`config.mk`:
```
export PLATFORM = sky130hd
export DESIGN_NAME = mole_spawner
export DESIGN_NICKNAME = d
export VERILOG_FILES = /design/src/rtl/mole_spawner.sv
export SDC_FILE = /design/constraint.sdc
export NUM_CORES = 1
export LEC_CHECK = 0
export CORE_UTILIZATION = 53
export CTS_CLUSTER_DIAMETER = 100
export DETAILED_ROUTE_END_ITERATION = 6
export PLACE_DENSITY_LB_ADDON = 0.08
export SLEW_MARGIN = 20
export SYNTH_ARGS = -nofsm -noshare
export SYNTH_HDL_FRONTEND = slang
export SYNTH_SLANG_ARGS = --single-unit
export TNS_END_PERCENT = 5
```
`constraint.sdc`:
```
create_clock -name clk -period 5.95 [get_ports clk]
set_clock_uncertainty 0.2 [all_clocks]
set_input_delay 0.8925 -clock clk [delete_from_list [all_inputs] [get_ports clk]]
set_output_delay 0.8925 -clock clk [all_outputs]
set_load 0.1 [all_outputs]
```
`src/rtl/mole_spawner.sv`:
```
// -----------------------------------------------------------------------------
// mole_spawner
//   Game-side producer of the mole position for the sprite renderer. A free
//   running LFSR picks one of five holes. The mole stays up for UP_TIME cycles,
//   then a GAP_TIME pause follows. Rising edges on the hole buttons are judged
//   as hit or miss. The block keeps the score and the miss count, and ends the
//   game after MAX_MISSES misses.
//
// Ports
//   clk          in   1  system clock
//   rst          in   1  asynchronous, active-high reset
//   start        in   1  level; a rising edge starts or restarts the game
//   btn          in   5  debounced hole buttons (level); btn[i] = hole i
//   oval_select  out  3  active hole 0-4; 7 = no mole
//   mole_up      out  1  high while a mole is shown
//   hit_pulse    out  1  one-cycle pulse on a successful whack
//   miss_pulse   out  1  one-cycle pulse on a timeout or a wrong button
//   score        out  8  hit count, saturates at 255
//   misses       out  4  miss count
//   game_over    out  1  high once the miss limit is reached
// -----------------------------------------------------------------------------
module mole_spawner #(
  parameter int          UP_TIME    = 25_000_000,
  parameter int          GAP_TIME   = 12_500_000,
  parameter int          MAX_MISSES = 5,
  parameter logic [15:0] LFSR_SEED  = 16'hACE1
) (
  input  logic       clk,
  input  logic       rst,
  input  logic       start,
  input  logic [4:0] btn,
  output logic [2:0] oval_select,
  output logic       mole_up,
  output logic       hit_pulse,
  output logic       miss_pulse,
  output logic [7:0] score,
  output logic [3:0] misses,
  output logic       game_over
);

  localparam int TMAX = (UP_TIME > GAP_TIME) ? UP_TIME : GAP_TIME;
  localparam int TW   = (TMAX > 1) ? $clog2(TMAX) : 1;
  localparam logic [TW-1:0] UP_LAST    = TW'(UP_TIME - 1);
  localparam logic [TW-1:0] GAP_LAST   = TW'(GAP_TIME - 1);
  localparam logic [3:0]    MISS_LIMIT = 4'(MAX_MISSES);
  localparam logic [2:0]    NO_MOLE    = 3'd7;

  typedef enum logic [1:0] {
    S_IDLE = 2'd0,
    S_GAP  = 2'd1,
    S_UP   = 2'd2,
    S_OVER = 2'd3
  } state_t;

  // Right-shift Galois form of x^16 + x^14 + x^13 + x^11.
  function automatic logic [15:0] lfsr_next(input logic [15:0] s);
    lfsr_next = {1'b0, s[15:1]} ^ (s[0] ? 16'hB400 : 16'h0000);
  endfunction

  function automatic logic [7:0] sat_inc8(input logic [7:0] v);
    sat_inc8 = (v == 8'hFF) ? v : v + 8'd1;
  endfunction

  // Fold 0-7 onto 0-4, then step past the previous hole so that two
  // consecutive moles never share a hole.
  function automatic logic [2:0] pick_hole(input logic [2:0] v, input logic [2:0] prev);
    logic [2:0] c;
    c = (v >= 3'd5) ? v - 3'd5 : v;
    if (c == prev) c = (c == 3'd4) ? 3'd0 : c + 3'd1;
    pick_hole = c;
  endfunction

  state_t        r_state, w_state_nxt;
  logic [TW-1:0] r_timer, w_timer_nxt;
  logic [15:0]   r_lfsr;
  logic [2:0]    r_prev_oval, w_prev_nxt;
  logic [2:0]    r_oval, w_oval_nxt;
  logic [4:0]    r_btn_q;
  logic          r_start_q;
  logic          r_mole_up;
  logic          r_hit, w_hit_nxt;
  logic          r_miss, w_miss_nxt;
  logic [7:0]    r_score, w_score_nxt;
  logic [3:0]    r_misses, w_misses_nxt;
  logic          r_game_over, w_go_nxt;

  logic [4:0]    w_btn_rise;
  logic [4:0]    w_sel_mask;
  logic          w_start_rise;
  logic          w_wrong;
  logic          w_right;
  logic [3:0]    w_misses_inc;
  logic [2:0]    w_pick;

  assign w_btn_rise   = btn & ~r_btn_q;
  assign w_start_rise = start & ~r_start_q;
  // With no mole up r_oval is 7, the shift falls off the end and the mask is 0.
  assign w_sel_mask   = 5'b00001 << r_oval;
  assign w_wrong      = |(w_btn_rise & ~w_sel_mask);
  assign w_right      = |(w_btn_rise & w_sel_mask);
  assign w_misses_inc = r_misses + 4'd1;
  assign w_pick       = pick_hole(r_lfsr[2:0], r_prev_oval);

  always_ff @(posedge clk or posedge rst) begin
    if (rst) begin
      r_state     <= S_IDLE;
      r_timer     <= '0;
      r_lfsr      <= LFSR_SEED;
      r_prev_oval <= 3'd0;
      r_btn_q     <= 5'd0;
      r_start_q   <= 1'b0;
      r_oval      <= NO_MOLE;
      r_mole_up   <= 1'b0;
      r_hit       <= 1'b0;
      r_miss      <= 1'b0;
      r_score     <= 8'd0;
      r_misses    <= 4'd0;
      r_game_over <= 1'b0;
    end else begin
      r_state     <= w_state_nxt;
      r_timer     <= w_timer_nxt;
      r_lfsr      <= lfsr_next(r_lfsr);
      r_prev_oval <= w_prev_nxt;
      r_btn_q     <= btn;
      r_start_q   <= start;
      r_oval      <= w_oval_nxt;
      r_mole_up   <= (w_oval_nxt != NO_MOLE);
      r_hit       <= w_hit_nxt;
      r_miss      <= w_miss_nxt;
      r_score     <= w_score_nxt;
      r_misses    <= w_misses_nxt;
      r_game_over <= w_go_nxt;
    end
  end

  always_comb begin
    w_state_nxt  = r_state;
    w_timer_nxt  = r_timer + TW'(1);
    w_prev_nxt   = r_prev_oval;
    w_oval_nxt   = r_oval;
    w_hit_nxt    = 1'b0;
    w_miss_nxt   = 1'b0;
    w_score_nxt  = r_score;
    w_misses_nxt = r_misses;
    w_go_nxt     = r_game_over;

    case (r_state)
      S_IDLE: begin
        w_timer_nxt = '0;
        w_oval_nxt  = NO_MOLE;
        if (w_start_rise) begin
          w_state_nxt  = S_GAP;
          w_score_nxt  = 8'd0;
          w_misses_nxt = 4'd0;
        end
      end

      S_GAP: begin
        w_oval_nxt = NO_MOLE;
        if (r_timer == GAP_LAST) begin
          w_state_nxt = S_UP;
          w_oval_nxt  = w_pick;
          w_prev_nxt  = w_pick;
        end
      end

      S_UP: begin
        // A wrong bit outranks a correct one; a correct one outranks the timeout.
        if (w_wrong || (!w_right && (r_timer == UP_LAST))) begin
          w_miss_nxt   = 1'b1;
          w_misses_nxt = w_misses_inc;
          w_oval_nxt   = NO_MOLE;
          if (w_misses_inc == MISS_LIMIT) begin
            w_state_nxt = S_OVER;
            w_go_nxt    = 1'b1;
          end else begin
            w_state_nxt = S_GAP;
          end
        end else if (w_right) begin
          w_hit_nxt   = 1'b1;
          w_score_nxt = sat_inc8(r_score);
          w_oval_nxt  = NO_MOLE;
          w_state_nxt = S_GAP;
        end
      end

      S_OVER: begin
        w_timer_nxt = '0;
        w_oval_nxt  = NO_MOLE;
        if (w_start_rise) begin
          w_state_nxt  = S_GAP;
          w_score_nxt  = 8'd0;
          w_misses_nxt = 4'd0;
          w_go_nxt     = 1'b0;
        end
      end

      default: begin
        w_state_nxt = S_IDLE;
        w_oval_nxt  = NO_MOLE;
      end
    endcase

    if (w_state_nxt != r_state) w_timer_nxt = '0;
  end

  assign oval_select = r_oval;
  assign mole_up     = r_mole_up;
  assign hit_pulse   = r_hit;
  assign miss_pulse  = r_miss;
  assign score       = r_score;
  assign misses      = r_misses;
  assign game_over   = r_game_over;

endmodule

```
==> results_dict.tcl <==
set metrics [dict create \
    max_cap_violations 0 \
    die_h_um 85.0 \
    via_count 2684 \
    grt_max_degree 72 \
    insertion_delay_ps 340 \
    cts_setup_buffers 0 \
    yosysUniqueCellTypes 57 \
    gp_congestion 0.835 \
    startpoint "btn[0]" \
    synth_top_family_by_area "simple AND/OR/NAND/NOR gates" \
    endpoint "r_timer[15]" \
    cts_tree "yes" \
    synthesis.area_um2 3650 \
    clock-root-buffer "clkbuf_8" \
    io_pins 27 \
    r2r_slack_ps 2890 \
    cp_data_required_time_ps 6010 \
    core.rowCount 29 \
    synth_seq_cells 71 \
    synth_xor_area_share_pct 6.96 \
    dieArea_um2 7220 \
    syn_to_final_growth_pct 14.0 \
    cts_buffers 9 \
    vias_per_cell 5.62 \
    drive_above_1_share_pct 15.0 \
    worstMarginPinSlew_ps 970 \
    layout.nets 416 \
    synth_compound_area_share_pct 11.9 \
    firstDrtPassIters 4 \
    core_area_um2 6490 \
    overflow 0 \
    htree_levels 3 \
    setup.worst_path.start_class "input pin" \
    finalSetupViolations 0 \
    critPathCaptureType "flop" \
    min_path_type "flop to flop" \
    grt_pass1_wl_um 11700 \
    synth_ff_type "dfrtp_1" \
    netlist_instances 363 \
    synth_area_leaders "dfrtp_1 41%, dfstp_2 7.9%, ha_1 4.1%" \
    initial_utilization_pct 56.2 \
    route.detailed.drc 0 \
    grt_pass1_vias 2610 \
    grt_use_total_pct 20.5 \
    cts_hold_buf 0 \
    setup_ws_ps 2580 \
    synth_edf_count 0 \
    synthSimpleGateAreaFrac_pct 24.9 \
    yosysTopAreaCellShare_pct 41.1 \
    rsz0062_at_grt "no" \
    drt_wl_total_um 6710 \
    period_minus_slack_ps 3370 \
    ant_nets 0 \
    max-vdd-ir-drop_uv 152 \
    antenna_found_initial 0 \
    cts-resized-gates 0 \
    min_period_over_period_pct 56.6 \
    synth_fa_ha_area_share_pct 4.11 \
    die_x_um 85.0 \
    worstPathMaxFanout 25 \
    gr-usage-met3_pct 3.79 \
    met1_usage_pct 27.4 \
    dp_slack_ps 2250 \
    max-slew-margin-rel_pct 35.1 \
    syn_area_per_cell_um2 10.1 \
    cp.arrival_ps 3430 \
    clock.fmax_ghz 0.297 \
    synth-async-reset-ratio_pct 100 \
    status "finished, final reports clean" \
    post-dp-hpwl_um 4560 \
    final_util_pct 64.1 \
    cts_buffer_depth 2 \
    clk_pin_slew_ps 70 \
    p_per_area_nw_per_um2 205 \
    seq_area_frac_synth_pct 49.1 \
    use_met2_pct 32.9 \
    reg2reg_depth 7 \
    grt_most_used_layer "met2" \
    slew_viol_final 0 \
    diodes 0 \
    synthMuxAreaShare_pct 0 \
    synth.yosys.warnings 0 \
    syn-num-nets 383 \
    finalHoldViolCount 0 \
    r2r-end "r_timer[2]" \
    leakage_uw 0.00176 \
    wire_per_inst_um 14.0 \
    synth_top_area_cell "dfrtp_1" \
    path_class "input pin to flop" \
    fin_setup_tns_ps 0 \
    r2r-start "r_timer[7]" \
    dr.first_iter.drc_count 170 \
    io_buffers 26 \
    numClockSinks 71 \
]
cell usage in the layout, fill, tap and decap left out, types with 3 or more instances in the layout:
cell type / synthesis / layout
dfrtp_1: 60 / 60
clkinvlp_4: 0 / 3
and3_1: 5 / 5
nand2b_1: 5 / 5
nand4_1: 4 / 4
clkdlybuf4s50_1: 0 / 26
nor2_2: 20 / 20
ha_1: 12 / 12
o21ai_0: 14 / 14
nand3_1: 18 / 18
a211o_1: 4 / 4
xor2_1: 15 / 15
nor2_1: 23 / 23
nand3b_1: 4 / 4
clkbuf_8: 0 / 10
nor3b_1: 5 / 5
inv_1: 19 / 18
a311o_1: 3 / 3
a31oi_1: 8 / 8
nor3_1: 9 / 9
nor2b_1: 4 / 4
nor4b_1: 3 / 3
xnor2_1: 14 / 14
or2_2: 4 / 4
o31ai_1: 5 / 5
a21oi_1: 10 / 10
and2_1: 8 / 8
dfstp_2: 11 / 11
nor4_1: 4 / 4
nand2_1: 30 / 30
a21o_1: 4 / 4
area by class of cell:
type	instances	area, µm²
sequential	71	1790
inverter	20	75.1
multi-input combinational	266	1750
clock buffer	12	145
fill	536	2330
tap	77	96.3
timing repair buffer	28	275
clock inverter	4	31.3
flip-flops by register name, indices dropped and copies added, names as in the netlist:
name,cells
r_prev_oval,3
score,8
r_start_q,1
misses,4
r_btn_q,5
game_over,1
r_state,2
hit_pulse,1
oval_select,3
mole_up,1
miss_pulse,1
r_lfsr,16
r_timer,25
critical path, stage by stage:
cell and delay [ps]:
clkdlybuf4s50_1 480, or3b_2 440, a21boi_0 240, nor4_2 110
a21oi_1 300, o21ai_1 120, a311o_2 630, nor2b_1 200
worst min-delay path by stage:
stage / from / endpoint / slack, ps / cells past startpoint
after floorplan: r_lfsr[3] / r_lfsr[2] / 130 / 0
after global placement: r_lfsr[12] / r_lfsr[11] / 140 / 0
after detailed placement: r_lfsr[9] / r_lfsr[8] / 140 / 0
after CTS: r_lfsr[6] / r_lfsr[5] / 160 / 0
after global routing: r_lfsr[6] / r_lfsr[5] / 170 / 0
final: r_lfsr[7] / r_lfsr[6] / 160 / 0
metal layers:
layer | wire length (µm) | up-vias
met4 | 98 | 0
met2 | 3150 | 38
li1 | - | 1344
met3 | 188 | 12
met5 | 0 | -
met1 | 3270 | 1290
where the power goes:
part           internal, µW  switching [µW]  leakage [µW]
logic                  8.54            17.1      0.000764
clock network           164             178     0.0000788
registers               485            1.65      0.000917
logic make-up (layout without fill, tap and decap cells):
family,count (synthesis),after routing
AO/OA/AOI/OAI,64,64
AND/OR/NAND/NOR,161,161
adder cells (fa/ha/maj),12,12
buffers and inverters,26,64
flip-flops,71,71
XOR/XNOR,29,29
synth_stat cells, types with 4 or more instances:
| cell | instances |
|---|---|
| a21o_1 | 4 |
| or2_2 | 4 |
| and3_1 | 5 |
| nand3_1 | 18 |
| xnor2_1 | 14 |
| nor2b_1 | 4 |
| nor2_2 | 20 |
| and2_1 | 8 |
| a31oi_1 | 8 |
| xor2_1 | 15 |
| nor4_1 | 4 |
| ha_1 | 12 |
| o21ai_0 | 14 |
| nor3b_1 | 5 |
| nand4_1 | 4 |
| nand2_1 | 30 |
| dfrtp_1 | 60 |
| inv_1 | 19 |
| a211o_1 | 4 |
| nor2_1 | 23 |
| o31ai_1 | 5 |
| dfstp_2 | 11 |
| a21oi_1 | 10 |
| nand3b_1 | 4 |
| nand2b_1 | 5 |
| nor3_1 | 9 |
| clkbuf_1 | 4 |
through the flow:
step	instance area, µm²	hold WS, ps	power, µW	cells
after floorplan	3650	131	511	363
after global placement	3980	137	522	462
after detailed placement	3980	138	522	462
after CTS	4160	159	867	478
after global routing	4160	167	890	478
final	4160	158	854	478
Power figures use the tool's default switching activity.
